==> config.mk <==
export PLATFORM = sky130hd
export DESIGN_NAME = pipelined_adder_flat
export DESIGN_NICKNAME = d
export VERILOG_FILES = /design/src/rtl/pipelined_adder_if.sv /design/src/rtl/pipelined_adder.sv /design/src/flat_wrapper.sv
export SDC_FILE = /design/constraint.sdc
export NUM_CORES = 1
export LEC_CHECK = 0
export CAP_MARGIN = 40
export CORE_MARGIN = 1
export CORE_UTILIZATION = 50
export CTS_CLUSTER_SIZE = 28
export DETAILED_ROUTE_END_ITERATION = 10
export PLACE_DENSITY = 0.85
export SLEW_MARGIN = 20
export SYNTH_ARGS = -nofsm -noshare
export SYNTH_HDL_FRONTEND = slang
export SYNTH_SLANG_ARGS = --single-unit
==> constraint.sdc <==
create_clock -name clk -period 1.8 [get_ports clk]
set_clock_uncertainty 0.1 [all_clocks]
set_input_delay 0.45 -clock clk [delete_from_list [all_inputs] [get_ports clk]]
set_output_delay 0.45 -clock clk [all_outputs]
set_load 0.05 [all_outputs]
==> src/rtl/pipelined_adder_if.sv <==
// Operand/result handshake bundle for the pipelined adder/subtractor.
// The master drives operands and result acceptance; the slave is the adder.
interface pipelined_adder_if #(
  parameter int WIDTH = 16
);
  logic             in_valid;
  logic             in_ready;
  logic [WIDTH-1:0] a;
  logic [WIDTH-1:0] b;
  logic             cin;
  logic             sub;
  logic             out_valid;
  logic             out_ready;
  logic [WIDTH-1:0] sum;
  logic             carry;
  logic             overflow;

  modport master (
    output in_valid, a, b, cin, sub, out_ready,
    input  in_ready, out_valid, sum, carry, overflow
  );

  modport slave (
    input  in_valid, a, b, cin, sub, out_ready,
    output in_ready, out_valid, sum, carry, overflow
  );
endinterface

==> src/rtl/pipelined_adder.sv <==
// Pipelined ripple-carry adder/subtractor. WIDTH-bit operands are split into
// STAGES chunks of CHUNK bits; stage k resolves chunk k using the carry
// registered by stage k-1. Each stage carries forward only the operand chunks
// still to be added and the sum chunks already finished. A stall (result
// valid but not taken) freezes every stage at once. Data registers load only
// when a valid operation enters them, so outputs keep their last result while
// bubbles pass through.
module pipelined_adder #(
  parameter int WIDTH  = 16,
  parameter int STAGES = 4
) (
  input logic            clk,
  input logic            rst_n,
  pipelined_adder_if.slave bus
);
  localparam int CHUNK = WIDTH / STAGES;

  logic             stall;
  logic             adv;
  logic [WIDTH-1:0] b_eff;
  logic             c0;

  // Subtraction is A + ~B + 1; the external carry-in is ignored in that mode.
  assign b_eff = bus.sub ? ~bus.b : bus.b;
  assign c0    = bus.sub | bus.cin;

  assign stall        = bus.out_valid && !bus.out_ready;
  assign adv          = !stall;
  assign bus.in_ready = adv;

  for (genvar k = 0; k < STAGES; k++) begin : g_stage
    localparam int RW = (STAGES - k) * CHUNK;  // operand bits not yet added
    localparam int SW = (k + 1) * CHUNK;       // sum bits finished after this stage

    logic [RW-1:0]  a_in;
    logic [RW-1:0]  b_in;
    logic           c_in;
    logic           v_in;
    logic [CHUNK:0] add;
    logic [SW-1:0]  s_next;
    logic           v_q;
    logic           c_q;
    logic [SW-1:0]  s_q;

    if (k == 0) begin : g_head
      assign a_in   = bus.a;
      assign b_in   = b_eff;
      assign c_in   = c0;
      assign v_in   = bus.in_valid;
      assign s_next = add[CHUNK-1:0];
    end else begin : g_body
      assign a_in   = g_stage[k-1].g_fwd.a_q;
      assign b_in   = g_stage[k-1].g_fwd.b_q;
      assign c_in   = g_stage[k-1].c_q;
      assign v_in   = g_stage[k-1].v_q;
      assign s_next = {add[CHUNK-1:0], g_stage[k-1].s_q};
    end

    assign add = {1'b0, a_in[CHUNK-1:0]} + {1'b0, b_in[CHUNK-1:0]} + {{CHUNK{1'b0}}, c_in};

    // Valid bit advances every unstalled edge, bubbles included.
    always_ff @(posedge clk or negedge rst_n) begin
      if (!rst_n) begin
        v_q <= 1'b0;
      end else if (adv) begin
        v_q <= v_in;
      end
    end

    // Partial sum and chunk carry load only for a real operation.
    always_ff @(posedge clk or negedge rst_n) begin
      if (!rst_n) begin
        s_q <= '0;
        c_q <= 1'b0;
      end else if (adv && v_in) begin
        s_q <= s_next;
        c_q <= add[CHUNK];
      end
    end

    if (k < STAGES - 1) begin : g_fwd
      logic [RW-CHUNK-1:0] a_q;
      logic [RW-CHUNK-1:0] b_q;

      // Forward the operand chunks that later stages still need.
      always_ff @(posedge clk or negedge rst_n) begin
        if (!rst_n) begin
          a_q <= '0;
          b_q <= '0;
        end else if (adv && v_in) begin
          a_q <= a_in[RW-1:CHUNK];
          b_q <= b_in[RW-1:CHUNK];
        end
      end
    end else begin : g_last
      logic cm_q;

      // Carry into the MSB recovered as a ^ b ^ sum at that bit; used for overflow.
      always_ff @(posedge clk or negedge rst_n) begin
        if (!rst_n) begin
          cm_q <= 1'b0;
        end else if (adv && v_in) begin
          cm_q <= a_in[CHUNK-1] ^ b_in[CHUNK-1] ^ add[CHUNK-1];
        end
      end
    end
  end

  assign bus.out_valid = g_stage[STAGES-1].v_q;
  assign bus.sum       = g_stage[STAGES-1].s_q;
  assign bus.carry     = g_stage[STAGES-1].c_q;
  assign bus.overflow  = g_stage[STAGES-1].g_last.cm_q ^ g_stage[STAGES-1].c_q;

endmodule

==> src/flat_wrapper.sv <==
// flat-port wrapper written by rule: the top's interface ports become plain ports
module pipelined_adder_flat 
#(
  parameter int WIDTH  = 16,
  parameter int STAGES = 4
)
  (clk, rst_n, bus_in_valid, bus_a, bus_b, bus_cin, bus_sub, bus_out_ready, bus_in_ready, bus_out_valid, bus_sum, bus_carry, bus_overflow);
  pipelined_adder_if #(.WIDTH(WIDTH)) bus_i ();
  input logic clk;
  input logic rst_n;
  input wire logic [$bits(bus_i.in_valid)-1:0] bus_in_valid;
  input wire logic [$bits(bus_i.a)-1:0] bus_a;
  input wire logic [$bits(bus_i.b)-1:0] bus_b;
  input wire logic [$bits(bus_i.cin)-1:0] bus_cin;
  input wire logic [$bits(bus_i.sub)-1:0] bus_sub;
  input wire logic [$bits(bus_i.out_ready)-1:0] bus_out_ready;
  output wire logic [$bits(bus_i.in_ready)-1:0] bus_in_ready;
  output wire logic [$bits(bus_i.out_valid)-1:0] bus_out_valid;
  output wire logic [$bits(bus_i.sum)-1:0] bus_sum;
  output wire logic [$bits(bus_i.carry)-1:0] bus_carry;
  output wire logic [$bits(bus_i.overflow)-1:0] bus_overflow;
  assign bus_i.in_valid = bus_in_valid;
  assign bus_i.a = bus_a;
  assign bus_i.b = bus_b;
  assign bus_i.cin = bus_cin;
  assign bus_i.sub = bus_sub;
  assign bus_i.out_ready = bus_out_ready;
  assign bus_in_ready = bus_i.in_ready;
  assign bus_out_valid = bus_i.out_valid;
  assign bus_sum = bus_i.sum;
  assign bus_carry = bus_i.carry;
  assign bus_overflow = bus_i.overflow;
  pipelined_adder #(.WIDTH(WIDTH), .STAGES(STAGES)) u_core (.clk(clk), .rst_n(rst_n), .bus(bus_i));
endmodule
==> impl_metrics.py <==
metrics = {
    "detailed_routing": {
        "wire_per_inst_um": 16.5,
        "ant_nets": 0,
        "vias": 2792,
        "drt_iter0_drc": 132,
        "viasPerCell": 5.34,
        "drc_errors": 0,
        "dr.pass1.iters": 4,
        "wl_mm": 8.64,
    },
    "worst_setup_path": {
        "r2r_end": "u_core.g_stage[2].c_q",
        "critical_path.most_common_cell": "fa_2",
        "cp-start-kind": "flop",
        "cp_slowest_cell": "dfrtp_1",
        "reg2reg_depth": 5,
        "path_cells": "fa_2, fa_2, a21o_1, a21oi_2, o21ai_1",
        "worst-setup-path-type": "flop to flop",
        "reg2reg_from": "u_core.g_stage[1].c_q",
        "rrSetupSlack_ns": -0.02,
        "end_kind": "flop",
        "worstPathMaxFanout": 2,
        "critPathRequiredTime_ns": 1.94,
        "max_stage_delay_ns": 0.43,
        "crit_arrival_ns": 1.96,
    },
    "finish": {
        "n_antenna_cell": 0,
        "nNetsFinal": 468,
        "synthToLayoutAreaGrowth_pct": 29.5,
        "n_fill_cell": 601,
        "layout-drive-gt1-share_pct": 36.1,
    },
    "clock_network": {
        "cts_num_sinks": 97,
        "root_buffer": "clkbuf_8",
        "worstSkewPairLatency_ns": 0.36,
        "path_clk_slew_ns": 0.08,
        "cts_buffer_depth": 2,
        "numCtsBuffers": 9,
        "cts.htree.levels": 3,
        "tritoncts": "done",
    },
    "sta": {
        "tightest_slew_ns": 0.440,
        "min_period_ns": 1.82,
        "max_freq_mhz": 550,
        "grt_setup_unrepaired": "true",
        "min_period_over_period_pct": 101,
        "tns_ns": -0.0184,
        "finalHoldViolations": 0,
        "setup_ws_ns": -0.0184,
        "maxSlewHeadroom_pct": 70.6,
        "setup_viol": 1,
        "drv_slew": 0,
        "fin_hold_ws_ns": 0.404,
    },
    "yosys": {
        "synthMuxAreaShare_pct": 19.2,
        "synth_enable_flop_cells": 0,
        "avgSynthCellArea_um2": 13.9,
        "synth_top_family_by_area": "multiplexers",
        "yosys.area_share.simple_pct": 3.73,
        "synth_ff_type": "dfrtp_1",
        "synth_xor_area_share_pct": 4.06,
        "synth.net_count": 383,
        "synth_cell_type_count": 33,
        "synth-async-reset-ratio_pct": 100,
        "synth_seq_cells": 97,
        "syn_area_um2": 4530,
        "syn_inst": 325,
        "synthAdderAreaFrac_pct": 6.85,
        "yosysWarnings": 0,
        "synth_compound_area_share_pct": 8.64,
        "yosysSeqAreaShare_pct": 53.6,
    },
    "global_routing": {
        "groute.usage.overall_pct": 19.5,
        "grt_pass1_vias": 3003,
        "grt_pass1_wl_mm": 14.5,
        "antenna_found_initial": 0,
        "grt_max_degree": 34,
        "overflow": 0,
    },
    "floorplan": {
        "die_height_um": 97.2,
        "rows": 34,
        "fp.dieArea_um2": 9450,
        "io_pins": 58,
        "start_util_pct": 51.7,
        "die_w_um": 97.2,
        "core_um2": 8760,
    },
    "job": {
        "max_cap_viol_count": 0,
    },
    "worst_hold_path": {
        "worstHoldStart": "u_core.g_stage[0].g_fwd.b_q[9]",
        "min_path_cells": 1,
        "hold_class": "flop to flop",
        "min_to": "u_core.g_stage[1].g_fwd.b_q[5]",
    },
    "pwr": {
        "powerDensity_nw_per_um2": 1850,
        "total_power_w": 0.0108,
        "max-vdd-ir-drop_mv": 0.779,
        "power_leakage_nw": 2.71,
    },
    "place": {
        "place_hpwl_mm": 6.37,
        "place.gp.congestion": 0.794,
        "io_buffers": 57,
        "pre_cts_ws_ns": -0.718,
    },
    "outcome": {
        "violations": "negative setup slack",
        "status": "finished, violations left",
    },
}
## layout make-up
| cell class | count | area, um^2 | share of cell area [%] |
|---|---|---|---|
| sequential | 97 | 2430 | 41.4 |
| multi-input combinational | 200 | 1970 | 33.7 |
| timing repair buffer | 88 | 1080 | 18.3 |
| tap | 108 | 135 | 2.30 |
| clock buffer | 10 | 128 | 2.18 |
| inverter | 14 | 65.1 | 1.11 |
| clock inverter | 6 | 58.8 | 1.00 |
## registers in the layout, indices dropped and copies added, names as in the netlist, 3 cells and up
| name | cells |
|---|---|
| u_core.g_stage.c_q | 3 |
| u_core.g_stage.g_fwd.a_q | 24 |
| u_core.g_stage.g_fwd.b_q | 24 |
| u_core.g_stage.v_q | 3 |
| u_core.g_stage.s_q | 24 |
| u_core.bus.sum | 16 |
## cell usage after synthesis (2+ instances only)
cell type,instances,share of area (%)
dfrtp_1,97,54
o21ai_0,49,5.4
mux2_4,40,13
mux2_2,24,6.0
inv_1,13,1.1
ha_1,12,3.3
xnor2_1,12,2.3
a21oi_1,10,1.1
xor2_1,9,1.7
fa_1,8,3.5
buf_6,7,1.7
nand3_1,6,0.66
a21boi_0,4,0.66
and3b_1,3,0.58
clkbuf_1,3,0.25
nand2_4,3,0.75
nor2b_1,3,0.41
nor3_1,3,0.33
o31ai_1,3,0.50
buf_2,2,0.22
nand2_1,2,0.17
## timing repair
item                                    in CTS  in global routing
buffers inserted                             3                  2
hold buffers                                 1                  0
pin swaps                                    7                  6
endpoints found under the setup margin       9                  7
resized for setup                           14                  6
endpoints found under the hold margin       30                  0
## critical path, delay by kind of cell, from the launching register on
| family | cells | cell delay [ns] |
|---|---|---|
| fa+ha+maj | 2 | 0.78 |
| flops | 1 | 0.43 |
| compound gates | 3 | 0.38 |
## per-stage QoR
stage                     util, %  instances  instance area [um^2]
after floorplan                 -        325                  4570
after global placement       63.9        501                  5600
after detailed placement     63.9        501                  5600
after CTS                    66.6        521                  5840
after global routing         66.9        523                  5870
final                        66.9        523                  5870
## worst max-delay path by stage
stage,startpoint,end,cells past startpoint,slack (ns)
finish,u_core.g_stage[1].c_q,u_core.g_stage[2].c_q,5,-0.02
global route,u_core.g_stage[1].c_q,u_core.g_stage[2].c_q,5,-0.08
CTS,bus_sub,u_core.g_stage[0].s_q[1],6,0.004
detailed placement,bus_sub,u_core.g_stage[0].c_q,8,-0.72
global placement,bus_sub,u_core.g_stage[0].c_q,8,-0.62
floorplan,bus_sub,u_core.g_stage[0].s_q[1],7,-0.25
## per-layer routing
metal	GRT usage, %	routed length [um]
met1	24.7	3790
met2	32.8	4390
met3	3.74	256
met4	7.81	205
met5	0	0
## logic make-up after synthesis
| group | Yosys count |
|---|---|
| XOR/XNOR | 21 |
| buffers and inverters | 28 |
| flip-flops | 97 |
| adder cells (fa/ha/maj) | 20 |
| multiplexers | 64 |
| AND/OR/NAND/NOR | 24 |
| AO/OA/AOI/OAI | 71 |
## cell usage in the layout, fill, tap and decap left out, types with 3 or more instances in the layout
master,synthesis,final
dfrtp_1,97,96
o21ai_0,49,44
mux2_4,40,41
clkdlybuf4s50_1,0,31
buf_12,0,26
buf_4,1,24
mux2_2,24,23
inv_1,13,12
xnor2_1,12,12
ha_1,12,12
clkbuf_8,0,9
a21oi_1,10,8
xor2_1,9,6
nand3_1,6,6
o21ai_1,0,5
a21boi_0,4,4
fa_2,0,4
fa_1,8,4
clkinv_2,0,4
xor2_2,0,3
nand2_4,3,3
nor3_1,3,3
and3b_1,3,3
o31ai_1,3,3
dlygate4sd2_1,0,3
## where the power goes
| group | internal (W) | switching (W) |
|---|---|---|
| Combinational | 0.00310 | 0.00242 |
| Clock | 0.000636 | 0.000714 |
| Sequential | 0.00317 | 0.000797 |
(Power assumes the default switching activity.)
